File: src/rtl/adxl362_pkg.sv
// ADXL362 register-interface emulation: shared constants.
// Commands, register addresses and responder FSM encoding.
package adxl362_pkg;

  localparam logic [7:0] CMD_READ  = 8'h0B;
  localparam logic [7:0] CMD_WRITE = 8'h0A;

  localparam logic [5:0] ADDR_DEVID_AD  = 6'h00;
  localparam logic [5:0] ADDR_DEVID_MST = 6'h01;
  localparam logic [5:0] ADDR_PARTID    = 6'h02;
  localparam logic [5:0] ADDR_REVID     = 6'h03;
  localparam logic [5:0] ADDR_XDATA8    = 6'h08;
  localparam logic [5:0] ADDR_YDATA8    = 6'h09;
  localparam logic [5:0] ADDR_STATUS    = 6'h0B;
  localparam logic [5:0] ADDR_XDATA_L   = 6'h0E;
  localparam logic [5:0] ADDR_XDATA_H   = 6'h0F;
  localparam logic [5:0] ADDR_YDATA_L   = 6'h10;
  localparam logic [5:0] ADDR_YDATA_H   = 6'h11;
  localparam logic [5:0] ADDR_ZDATA_L   = 6'h12;
  localparam logic [5:0] ADDR_ZDATA_H   = 6'h13;
  localparam logic [5:0] ADDR_FILTER_CTL = 6'h2C;
  localparam logic [5:0] ADDR_POWER_CTL  = 6'h2D;

  localparam logic [7:0] REVID_VAL      = 8'h02;
  localparam logic [7:0] FILTER_CTL_RST = 8'h13;
  localparam logic [7:0] POWER_CTL_RST  = 8'h00;

  typedef enum logic [2:0] {
    ST_IDLE,
    ST_CMD,
    ST_ADDR,
    ST_RD_DATA,
    ST_WR_DATA,
    ST_IGNORE
  } state_e;

endpackage

File: src/rtl/adxl362_spi_slave_sync.sv
// SPI pin synchronizer and edge detector.
// Edges compare the last sync stage with one extra flop.
module spi_in_sync #(
  parameter int SYNC_STAGES = 2
) (
  input  logic clk,
  input  logic rst_n,
  input  logic sclk,
  input  logic cs,
  input  logic mosi,
  output logic sclk_rise,
  output logic sclk_fall,
  output logic cs_fall,
  output logic cs_high,
  output logic mosi_s
);

  logic [SYNC_STAGES-1:0] sclk_q;
  logic [SYNC_STAGES-1:0] cs_q;
  logic [SYNC_STAGES-1:0] mosi_q;
  logic                   sclk_prev_q;
  logic                   cs_prev_q;

  // Shift pins through the sync chains; idle values on reset.
  always_ff @(posedge clk or negedge rst_n) begin
    if (!rst_n) begin
      sclk_q      <= '0;
      cs_q        <= '1;
      mosi_q      <= '0;
      sclk_prev_q <= 1'b0;
      cs_prev_q   <= 1'b1;
    end else begin
      sclk_q      <= {sclk_q[SYNC_STAGES-2:0], sclk};
      cs_q        <= {cs_q[SYNC_STAGES-2:0], cs};
      mosi_q      <= {mosi_q[SYNC_STAGES-2:0], mosi};
      sclk_prev_q <= sclk_q[SYNC_STAGES-1];
      cs_prev_q   <= cs_q[SYNC_STAGES-1];
    end
  end

  assign sclk_rise = sclk_q[SYNC_STAGES-1] & ~sclk_prev_q;
  assign sclk_fall = ~sclk_q[SYNC_STAGES-1] & sclk_prev_q;
  assign cs_fall   = ~cs_q[SYNC_STAGES-1] & cs_prev_q;
  assign cs_high   = cs_q[SYNC_STAGES-1];
  assign mosi_s    = mosi_q[SYNC_STAGES-1];

endmodule

File: src/rtl/adxl362_spi_slave.sv
// ADXL362-compatible SPI mode-0 responder.
// Serves an auto-incrementing register map with coherent X/Y bursts.
module adxl362_spi_slave
  import adxl362_pkg::*;
#(
  parameter int         SYNC_STAGES = 2,
  parameter logic [7:0] DEVID_AD    = 8'hAD,
  parameter logic [7:0] DEVID_MST   = 8'h1D,
  parameter logic [7:0] PARTID      = 8'hF2
) (
  input  logic        iclk,
  input  logic        irst_n,
  input  logic        sclk,
  input  logic        cs,
  input  logic        mosi,
  output logic        miso,
  input  logic [15:0] x_in,
  input  logic [15:0] y_in,
  input  logic        sample_valid,
  output logic [7:0]  power_ctl,
  output logic [7:0]  filter_ctl,
  output logic        wr_strobe,
  output logic [5:0]  wr_addr,
  output logic        cmd_err
);

  logic sclk_rise, sclk_fall, cs_fall, cs_high, mosi_s;

  spi_in_sync #(
    .SYNC_STAGES(SYNC_STAGES)
  ) u_sync (
    .clk      (iclk),
    .rst_n    (irst_n),
    .sclk     (sclk),
    .cs       (cs),
    .mosi     (mosi),
    .sclk_rise(sclk_rise),
    .sclk_fall(sclk_fall),
    .cs_fall  (cs_fall),
    .cs_high  (cs_high),
    .mosi_s   (mosi_s)
  );

  state_e      state_q, state_d;
  logic [2:0]  bit_cnt_q, bit_cnt_d;
  logic [6:0]  byte_q, byte_d;
  logic [5:0]  addr_q, addr_d;
  logic        is_wr_q, is_wr_d;
  logic        rd_first_q, rd_first_d;
  logic [2:0]  out_cnt_q, out_cnt_d;
  logic [7:0]  shift_q, shift_d;
  logic [7:0]  power_q, power_d;
  logic [7:0]  filter_q, filter_d;
  logic        wr_strobe_q, wr_strobe_d;
  logic [5:0]  wr_addr_q, wr_addr_d;
  logic        cmd_err_q, cmd_err_d;
  logic [15:0] shx_q, shx_d;
  logic [15:0] shy_q, shy_d;
  logic [15:0] snx_q, snx_d;
  logic [15:0] sny_q, sny_d;
  logic        upd_q, upd_d;

  logic [7:0]  in_byte;
  logic [5:0]  rd_addr;
  logic [7:0]  rd_data;

  assign in_byte = {byte_q, mosi_s};
  assign rd_addr = rd_first_q ? addr_q : addr_q + 6'd1;

  // Register map read mux for the byte about to be shifted out.
  always_comb begin
    rd_data = 8'h00;
    unique case (rd_addr)
      ADDR_DEVID_AD:   rd_data = DEVID_AD;
      ADDR_DEVID_MST:  rd_data = DEVID_MST;
      ADDR_PARTID:     rd_data = PARTID;
      ADDR_REVID:      rd_data = REVID_VAL;
      ADDR_XDATA8:     rd_data = snx_q[11:4];
      ADDR_YDATA8:     rd_data = sny_q[11:4];
      ADDR_STATUS:     rd_data = {7'd0, upd_q};
      ADDR_XDATA_L:    rd_data = snx_q[7:0];
      ADDR_XDATA_H:    rd_data = snx_q[15:8];
      ADDR_YDATA_L:    rd_data = sny_q[7:0];
      ADDR_YDATA_H:    rd_data = sny_q[15:8];
      ADDR_ZDATA_L:    rd_data = 8'h00;
      ADDR_ZDATA_H:    rd_data = 8'h00;
      ADDR_FILTER_CTL: rd_data = filter_q;
      ADDR_POWER_CTL:  rd_data = power_q;
      default:         rd_data = 8'h00;
    endcase
  end

  // Next-state logic for the transaction FSM and its datapath.
  always_comb begin
    state_d     = state_q;
    bit_cnt_d   = bit_cnt_q;
    byte_d      = byte_q;
    addr_d      = addr_q;
    is_wr_d     = is_wr_q;
    rd_first_d  = rd_first_q;
    out_cnt_d   = out_cnt_q;
    shift_d     = shift_q;
    power_d     = power_q;
    filter_d    = filter_q;
    wr_strobe_d = 1'b0;
    wr_addr_d   = wr_addr_q;
    cmd_err_d   = 1'b0;
    shx_d       = shx_q;
    shy_d       = shy_q;
    snx_d       = snx_q;
    sny_d       = sny_q;
    upd_d       = upd_q;

    if (sample_valid) begin
      shx_d = x_in;
      shy_d = y_in;
      upd_d = 1'b1;
    end

    if (cs_high) begin
      state_d   = ST_IDLE;
      bit_cnt_d = 3'd0;
    end else begin
      unique case (state_q)
        ST_IDLE: begin
          if (cs_fall) begin
            state_d   = ST_CMD;
            bit_cnt_d = 3'd0;
            snx_d     = sample_valid ? x_in : shx_q;
            sny_d     = sample_valid ? y_in : shy_q;
            upd_d     = 1'b0;
          end
        end
        ST_CMD: begin
          if (sclk_rise) begin
            byte_d    = in_byte[6:0];
            bit_cnt_d = bit_cnt_q + 3'd1;
            if (bit_cnt_q == 3'd7) begin
              if (in_byte == CMD_READ) begin
                state_d = ST_ADDR;
                is_wr_d = 1'b0;
              end else if (in_byte == CMD_WRITE) begin
                state_d = ST_ADDR;
                is_wr_d = 1'b1;
              end else begin
                state_d   = ST_IGNORE;
                cmd_err_d = 1'b1;
              end
            end
          end
        end
        ST_ADDR: begin
          if (sclk_rise) begin
            byte_d    = in_byte[6:0];
            bit_cnt_d = bit_cnt_q + 3'd1;
            if (bit_cnt_q == 3'd7) begin
              addr_d     = in_byte[5:0];
              shift_d    = 8'h00;
              rd_first_d = 1'b1;
              out_cnt_d  = 3'd0;
              state_d    = is_wr_q ? ST_WR_DATA : ST_RD_DATA;
            end
          end
        end
        ST_RD_DATA: begin
          if (sclk_fall) begin
            if (rd_first_q) begin
              shift_d    = rd_data;
              rd_first_d = 1'b0;
              out_cnt_d  = 3'd0;
            end else if (out_cnt_q == 3'd7) begin
              addr_d    = addr_q + 6'd1;
              shift_d   = rd_data;
              out_cnt_d = 3'd0;
            end else begin
              shift_d   = {shift_q[6:0], 1'b0};
              out_cnt_d = out_cnt_q + 3'd1;
            end
          end
        end
        ST_WR_DATA: begin
          if (sclk_rise) begin
            byte_d    = in_byte[6:0];
            bit_cnt_d = bit_cnt_q + 3'd1;
            if (bit_cnt_q == 3'd7) begin
              if (addr_q == ADDR_FILTER_CTL) filter_d = in_byte;
              if (addr_q == ADDR_POWER_CTL)  power_d  = in_byte;
              wr_strobe_d = 1'b1;
              wr_addr_d   = addr_q;
              addr_d      = addr_q + 6'd1;
            end
          end
        end
        ST_IGNORE: begin
        end
        default: state_d = ST_IDLE;
      endcase
    end
  end

  // State and datapath registers.
  always_ff @(posedge iclk or negedge irst_n) begin
    if (!irst_n) begin
      state_q     <= ST_IDLE;
      bit_cnt_q   <= 3'd0;
      byte_q      <= 7'd0;
      addr_q      <= 6'd0;
      is_wr_q     <= 1'b0;
      rd_first_q  <= 1'b0;
      out_cnt_q   <= 3'd0;
      shift_q     <= 8'h00;
      power_q     <= POWER_CTL_RST;
      filter_q    <= FILTER_CTL_RST;
      wr_strobe_q <= 1'b0;
      wr_addr_q   <= 6'd0;
      cmd_err_q   <= 1'b0;
      shx_q       <= 16'h0000;
      shy_q       <= 16'h0000;
      snx_q       <= 16'h0000;
      sny_q       <= 16'h0000;
      upd_q       <= 1'b0;
    end else begin
      state_q     <= state_d;
      bit_cnt_q   <= bit_cnt_d;
      byte_q      <= byte_d;
      addr_q      <= addr_d;
      is_wr_q     <= is_wr_d;
      rd_first_q  <= rd_first_d;
      out_cnt_q   <= out_cnt_d;
      shift_q     <= shift_d;
      power_q     <= power_d;
      filter_q    <= filter_d;
      wr_strobe_q <= wr_strobe_d;
      wr_addr_q   <= wr_addr_d;
      cmd_err_q   <= cmd_err_d;
      shx_q       <= shx_d;
      shy_q       <= shy_d;
      snx_q       <= snx_d;
      sny_q       <= sny_d;
      upd_q       <= upd_d;
    end
  end

  assign miso       = (state_q == ST_RD_DATA) && !cs_high && shift_q[7];
  assign power_ctl  = power_q;
  assign filter_ctl = filter_q;
  assign wr_strobe  = wr_strobe_q;
  assign wr_addr    = wr_addr_q;
  assign cmd_err    = cmd_err_q;

endmodule

File: config.mk
export PLATFORM = sky130hd
export DESIGN_NAME = adxl362_spi_slave
export DESIGN_NICKNAME = d
export VERILOG_FILES = /design/src/rtl/adxl362_pkg.sv /design/src/rtl/adxl362_spi_slave_sync.sv /design/src/rtl/adxl362_spi_slave.sv
export SDC_FILE = /design/constraint.sdc
export NUM_CORES = 1
export LEC_CHECK = 0
export BUFFER_PORTS_ARGS = -buffer_cell sky130_fd_sc_hd__buf_2
export CAP_MARGIN = 20
export CORE_ASPECT_RATIO = 1.75
export CORE_MARGIN = 2
export CORE_UTILIZATION = 60
export DETAILED_ROUTE_END_ITERATION = 12
export GPL_TIMING_DRIVEN = 0
export PLACE_DENSITY = 0.81
export SLEW_MARGIN = 10
export SYNTH_ARGS = -nofsm -noshare
export SYNTH_HDL_FRONTEND = slang
export SYNTH_HIERARCHICAL = 1
export SYNTH_SLANG_ARGS = --single-unit
export TNS_END_PERCENT = 50
File: constraint.sdc
create_clock -name iclk -period 5.48 [get_ports iclk]
set_clock_uncertainty 0.1 [all_clocks]
set_input_delay 1.096 -clock iclk [delete_from_list [all_inputs] [get_ports iclk]]
set_output_delay 1.096 -clock iclk [all_outputs]
set_load 0.05 [all_outputs]
==> results of run 1 <==
[cell usage in the layout (no fill, tap or decap), types with 8 or more instances in the layout]
| cell | instances |
|---|---|
| a22o_1 | 10 |
| nor3_1 | 13 |
| a21oi_1 | 21 |
| a221oi_1 | 16 |
| o21ai_0 | 28 |
| nand2_1 | 53 |
| inv_1 | 13 |
| nand3_1 | 9 |
| a22oi_1 | 8 |
| nor2_1 | 25 |
| buf_2 | 64 |
| dfrtp_1 | 123 |
| mux2_2 | 95 |
| nor2b_1 | 9 |
| nand2b_1 | 8 |
| clkbuf_1 | 25 |
| clkbuf_16 | 17 |
[area by class of cell]
type	instances	area, um^2
flip-flops and latches	129	3240
fillers	764	2930
clock buffers	17	425
multi-input cells	384	2840
repair buffers	62	339
well taps	127	159
inverters	14	52.6
plain buffers	32	136
clock inverters	15	124
[cells by family (layout without fill, tap and decap cells)]
group,Yosys count,in the layout,synth area share
xor gates and xnor gates,1,1,0.00140
buffers and inverters,46,140,0.0302
adders and majority gates,7,7,0.0140
and+or+nand+nor,149,149,0.117
AOI/OAI and AO/OA,128,128,0.143
muxes,99,99,0.177
DFF,129,129,0.516
[state kept, by name, indices dropped and copies added, names as in the netlist]
name                flops
shx_q                  16
shy_q                  16
snx_q                  16
sny_q                  16
filter_ctl              8
power_ctl               8
shift_q                 8
byte_q                  7
addr_q                  6
wr_addr                 6
bit_cnt_q               3
out_cnt_q               3
state_q                 3
u_sync/cs_q             2
u_sync/mosi_q           2
u_sync/sclk_q           2
cmd_err                 1
is_wr_q                 1
rd_first_q              1
u_sync/cs_prev_q        1
u_sync/sclk_prev_q      1
upd_q                   1
wr_strobe               1
[final timing paths]
path                                  start               end  slack (ps)  cells after the start
max                               addr_q[0]        shift_q[0]        1780                     10
min                        u_sync/sclk_q[0]  u_sync/sclk_q[1]         250                      0
max reg2reg                       addr_q[0]        shift_q[0]        1780                     10
min reg2reg                u_sync/sclk_q[0]  u_sync/sclk_q[1]         250                      0
max in group asynchronous            irst_n     filter_ctl[0]        4030                      2
min in group asynchronous            irst_n          shy_q[5]         480                      1
[worst max-delay path: stages (launching register included)]
cell and delay, ps:
dfrtp_1 410, buf_6 150, inv_1 110, clkbuf_1 400
ha_1 360, nor2_2 320, nand2_1 100, a222oi_1 990
a222oi_1 330, and3_1 250, a21oi_2 100
[metal layers]
layer,part of all wire,routed length (um)
met5,0,0
met4,0.056,853
met3,0.039,604
met2,0.54,8270
met1,0.37,5590
[power groups by stage]
stage	combinational [mW]	clock [mW]	sequential [mW]
after global placement	0.214	0	1.16
after global routing	0.256	1.10	1.17
after detailed placement	0.229	0	1.17
final	0.232	1.04	1.16
after CTS	0.234	1.05	1.15
after floorplan	0.165	0	1.12
==> results.json, run 1 <==
{
  "status": "finished clean",
  "netlist_top_cells_area": "dfrtp_1 (49%), mux2_2 (17%), nand2_1 (3.2%)",
  "synth_edf_count": 0,
  "grt_pass1_vias": 5013,
  "root_buffer": "clkbuf_16",
  "die_x_um": 81.2,
  "fin_crit_ps": 3700,
  "ant_nets": 0,
  "cts_buffer_depth": 2,
  "htree_levels": 4,
  "synth_common_cells": "dfrtp_1 (123), mux2_2 (95), nand2_1 (53)",
  "finalMaxSlewViolations": 0,
  "total_power_mw": 2.43,
  "grt_start_max_net_pins": 92,
  "setup_viol": 0,
  "synthCells": 559,
  "fin_util": 0.714,
  "synth.distinct_cells": 60,
  "vias": 4824,
  "required_ps": 5720,
  "end_kind": "register",
  "tightest_slew_ps": 1190,
  "cts_tree": "done",
  "final_cells": 780,
  "met1_usage": 0.314,
  "sw_frac_of_total": 0.270,
  "hold_viol_final": 0,
  "clk_pin_slew_ps": 60,
  "yosysMostFrequentCell": "dfrtp_1",
  "p_seq_frac": 0.477,
  "insertedDiodeCount": 0,
  "avgViaCountPerCell": 6.18,
  "switchingPower_mw": 0.655,
  "start_kind": "register",
  "drc": 0,
  "fin_hold_ws_ps": 252,
  "ys_seq_area_frac": 0.516,
  "clk_latency_ps": 420,
  "path_max_fanout": 10,
  "grt_pass1_wl_mm": 24.6,
  "synth.avg_cell_area_um2": 11.2,
  "syn-num-nets": 604,
  "synth_top_area_frac": 0.491,
  "async_flop_share": 1.00,
  "rsz0062_at_grt": "no",
  "wl_per_cell_um": 19.6,
  "criticalPathCategory": "reg2reg",
  "antenna_found_initial": 0,
  "synthFlopType": "dfrtp_1",
  "layout_setup_ws_ps": 1780,
  "gp_congestion": 0.907,
  "finalCritPeriodShare": 0.675,
  "maxCapViolCount": 0,
  "postPlaceCellArea_mm2": 0.00676,
  "worstPathArrival_ps": 3940,
  "core_area_mm2": 0.0102,
  "yosys_warnings": 6,
  "grt-ovfl-total": 0,
  "grt.total_usage": 0.290,
  "p_int_mw": 1.77,
  "layout.nets": 685,
  "drtIter0Drc": 372,
  "powerDensity_mw_per_mm2": 332,
  "die_h_um": 139,
  "holdBufCountCts": 0,
  "syn_to_final_growth_pct": 16.7,
  "firstDrtPassIters": 7,
  "dpl.cell_count": 748,
  "cts.sinks": 129,
  "final.setup.tns_ps": 0,
  "relSlewSlack": 0.204,
  "cts_setup_buffers": 0,
  "pwr-share-comb": 0.096,
  "place_ws_ps": 1930,
  "port_buffers": 61,
  "clkPwrFrac": 0.427,
  "netlist_area_mm2": 0.00626,
  "min_path_type": "reg2reg",
  "initial_core_util": 0.612,
  "grt_use_met3": 0.0573,
  "yosys.area.top_type": "dfrtp_1",
  "cts_buffers": 17,
  "dp_hpwl_mm": 11.2,
  "synth_seq_cells": 129,
  "io_pins": 63,
  "die_area_mm2": 0.0113,
  "cts-resized-gates": 0,
  "num_rows": 49,
  "drt_wl_total_mm": 15.3,
  "drive_above_1_share": 0.320,
  "design_area_mm2": 0.00731,
  "power_leakage_nw": 3.26,
  "peakVddDrop_v": 0.000246,
  "fmax_ghz": 0.270,
  "grt-busiest-layer": "met2",
  "use_met2": 0.510
}
Note: power is estimated with default switching activity, not from simulation.
==> run 2, diff against run 1 <==
--- a/config.mk
+++ b/config.mk
@@ -9,10 +9,10 @@
 export CAP_MARGIN = 20
 export CORE_ASPECT_RATIO = 1.75
 export CORE_MARGIN = 2
-export CORE_UTILIZATION = 60
+export CORE_UTILIZATION = 53
 export DETAILED_ROUTE_END_ITERATION = 12
 export GPL_TIMING_DRIVEN = 0
-export PLACE_DENSITY = 0.81
+export PLACE_DENSITY = 0.76
 export SLEW_MARGIN = 10
 export SYNTH_ARGS = -nofsm -noshare
 export SYNTH_HDL_FRONTEND = slang
==> constraint.sdc (replaced) <==
create_clock -name iclk -period 3.3 [get_ports iclk]
set_clock_uncertainty 0.1 [all_clocks]
set_input_delay 0.66 -clock iclk [delete_from_list [all_inputs] [get_ports iclk]]
set_output_delay 0.66 -clock iclk [all_outputs]
set_load 0.05 [all_outputs]
==> run 2 against run 1 <==
Combinational power is 64% higher. Global-route usage is 3.5 points lower. Utilization fell by 7.3 points. Design area rose by 1.6%. Largest cell class unchanged.
==> results.json, run 2 (synthesized netlist as in run 1, its figures left out) <==
{
  "grt.total_usage": 0.255,
  "port_buffers": 61,
  "p_int_mw": 3.26,
  "io_pins": 63,
  "grt_pass1_vias": 4925,
  "syn_to_final_growth_pct": 18.5,
  "final_cell_mix": "dfrtp_1 (123), mux2_2 (94), buf_2 (64)",
  "insertedDiodeCount": 0,
  "clkPwrFrac": 0.464,
  "maxCapViolCount": 0,
  "fill_cells": 938,
  "core_area_mm2": 0.0116,
  "die_x_um": 86.2,
  "worstPathArrival_ps": 3320,
  "root_buffer": "clkbuf_16",
  "powerDensity_mw_per_mm2": 576,
  "layout_setup_ws_ps": 173,
  "pwr-share-comb": 0.089,
  "final_common_cell": "dfrtp_1",
  "path_max_fanout": 10,
  "drc": 0,
  "grt_start_max_net_pins": 66,
  "critPathMaxStageDelay_ps": 560,
  "antenna_found_initial": 0,
  "sw_frac_of_total": 0.239,
  "cts_buffers": 17,
  "vias": 4849,
  "crit_slowest_cell": "a2111oi_1",
  "num_rows": 52,
  "drt_wl_total_mm": 15.6,
  "relSlewSlack": 0.273,
  "clk_latency_ps": 410,
  "tightest_slew_ps": 1080,
  "fin_crit_ps": 3130,
  "setup_viol": 0,
  "min_path_type": "in2async",
  "holdBufCountCts": 0,
  "status": "finished clean",
  "rsz0062_at_grt": "no",
  "fmax_ghz": 0.320,
  "htree_levels": 4,
  "drtIter0Drc": 366,
  "criticalPathCategory": "reg2reg",
  "clk_pin_slew_ps": 60,
  "cp_common_cell": "and3_1",
  "power_leakage_nw": 3.33,
  "finalCritPeriodShare": 0.947,
  "switchingPower_mw": 1.02,
  "wl_per_cell_um": 19.8,
  "place_ws_ps": -172,
  "cts_buffer_depth": 2,
  "layout.nets": 686,
  "grt_pass1_wl_mm": 24.7,
  "cts.sinks": 129,
  "initial_core_util": 0.541,
  "grt-ovfl-total": 0,
  "postPlaceCellArea_mm2": 0.00677,
  "cts_tree": "done",
  "required_ps": 3490,
  "peakVddDrop_v": 0.000375,
  "die_h_um": 148,
  "ant_nets": 0,
  "path_cells": "buf_6 > inv_1 > clkbuf_2 > ha_1 > nor2_2 > mux2_4 > and3_1 > clkbuf_1 > a2111oi_1 > and3_1 > a21oi_2",
  "p_seq_frac": 0.447,
  "die_area_mm2": 0.0127,
  "avgViaCountPerCell": 6.15,
  "firstDrtPassIters": 6,
  "dp_hpwl_mm": 11.5,
  "drive_above_1_share": 0.320,
  "end_kind": "register",
  "hold_viol_final": 0,
  "design_area_mm2": 0.00743,
  "finalMaxSlewViolations": 0,
  "gp_congestion": 0.951,
  "start_kind": "register"
}
run 2: cell count changes in the layout (fill, tap and decap cells not counted), sizes merged:
cell / before / now
inv: 20 / 13
bufinv: 0 / 4
clkbuf: 42 / 45
clkinv: 4 / 7
clkinvlp: 5 / 2
buf: 69 / 70
run 2: final cells by class:
class                   instances  area [um^2]  share of cell area
clock inverters                12          184              0.0248
clock buffers                  20          447              0.0602
multi-input cells             384         2850               0.384
plain buffers                  32          138              0.0185
well taps                     135          169              0.0227
repair buffers                 63          347              0.0467
flip-flops and latches        129         3240               0.436
inverters                      14         52.6             0.00708
run 2: final timing paths:
check	startpoint	end	slack [ps]	cells after the start
worst min register to register	u_sync/cs_q[0]	u_sync/cs_q[1]	260	0
min in group iclk	cs	u_sync/cs_q[0]	250	1
worst max-delay path	addr_q[0]	shift_q[0]	170	11
max in group asynchronous	irst_n	filter_ctl[1]	2210	2
worst max register to register	addr_q[0]	shift_q[0]	170	11
worst min-delay path	irst_n	is_wr_q	130	1
run 2: power groups by stage:
stage	registers (mW)	logic, mW	clock network (mW)
2_1_floorplan	1.86	0.274	0
3_3_place_gp	1.93	0.359	0
3_5_place_dp	1.94	0.380	0
4_1_cts	1.91	0.385	2.01
5_1_grt	1.93	0.420	2.08
6_report	1.91	0.381	1.98
run 2: repair_timing:
action                                  in CTS  in global routing
endpoints found under the setup margin       7                  3
pin swaps                                    1                  0
gates resized for setup                      1                  3
buffers inserted                             1                  0
run 2: metal layers:
| metal | vias up | GRT usage | part of all wire |
|---|---|---|---|
| met5 | - | 0 | 0 |
| met1 | 2368 | 0.269 | 0.36 |
| met3 | 67 | 0.0497 | 0.040 |
| met4 | 0 | 0.159 | 0.061 |
| met2 | 189 | 0.455 | 0.54 |
| li1 | 2225 | - | - |
run 2: stage by stage:
stage	total power [mW]	setup TNS (ps)	instances	hold slack, ps	utilization
floorplan	2.14	0	559	231	-
global placement	2.29	-7600	755	233	0.582
detailed placement	2.32	-779	756	247	0.585
CTS	4.31	0	789	147	0.640
global route	4.43	0	789	167	0.641
finish	4.28	0	789	127	0.641
run 2: critical path: cells and delay by family (launching register included):
kind            cells  cell delay, ps
fa+ha+maj           1             400
flops               1             390
buf+inv             4             640
simple gates        3             540
compound gates      2             600
mux                 1             340
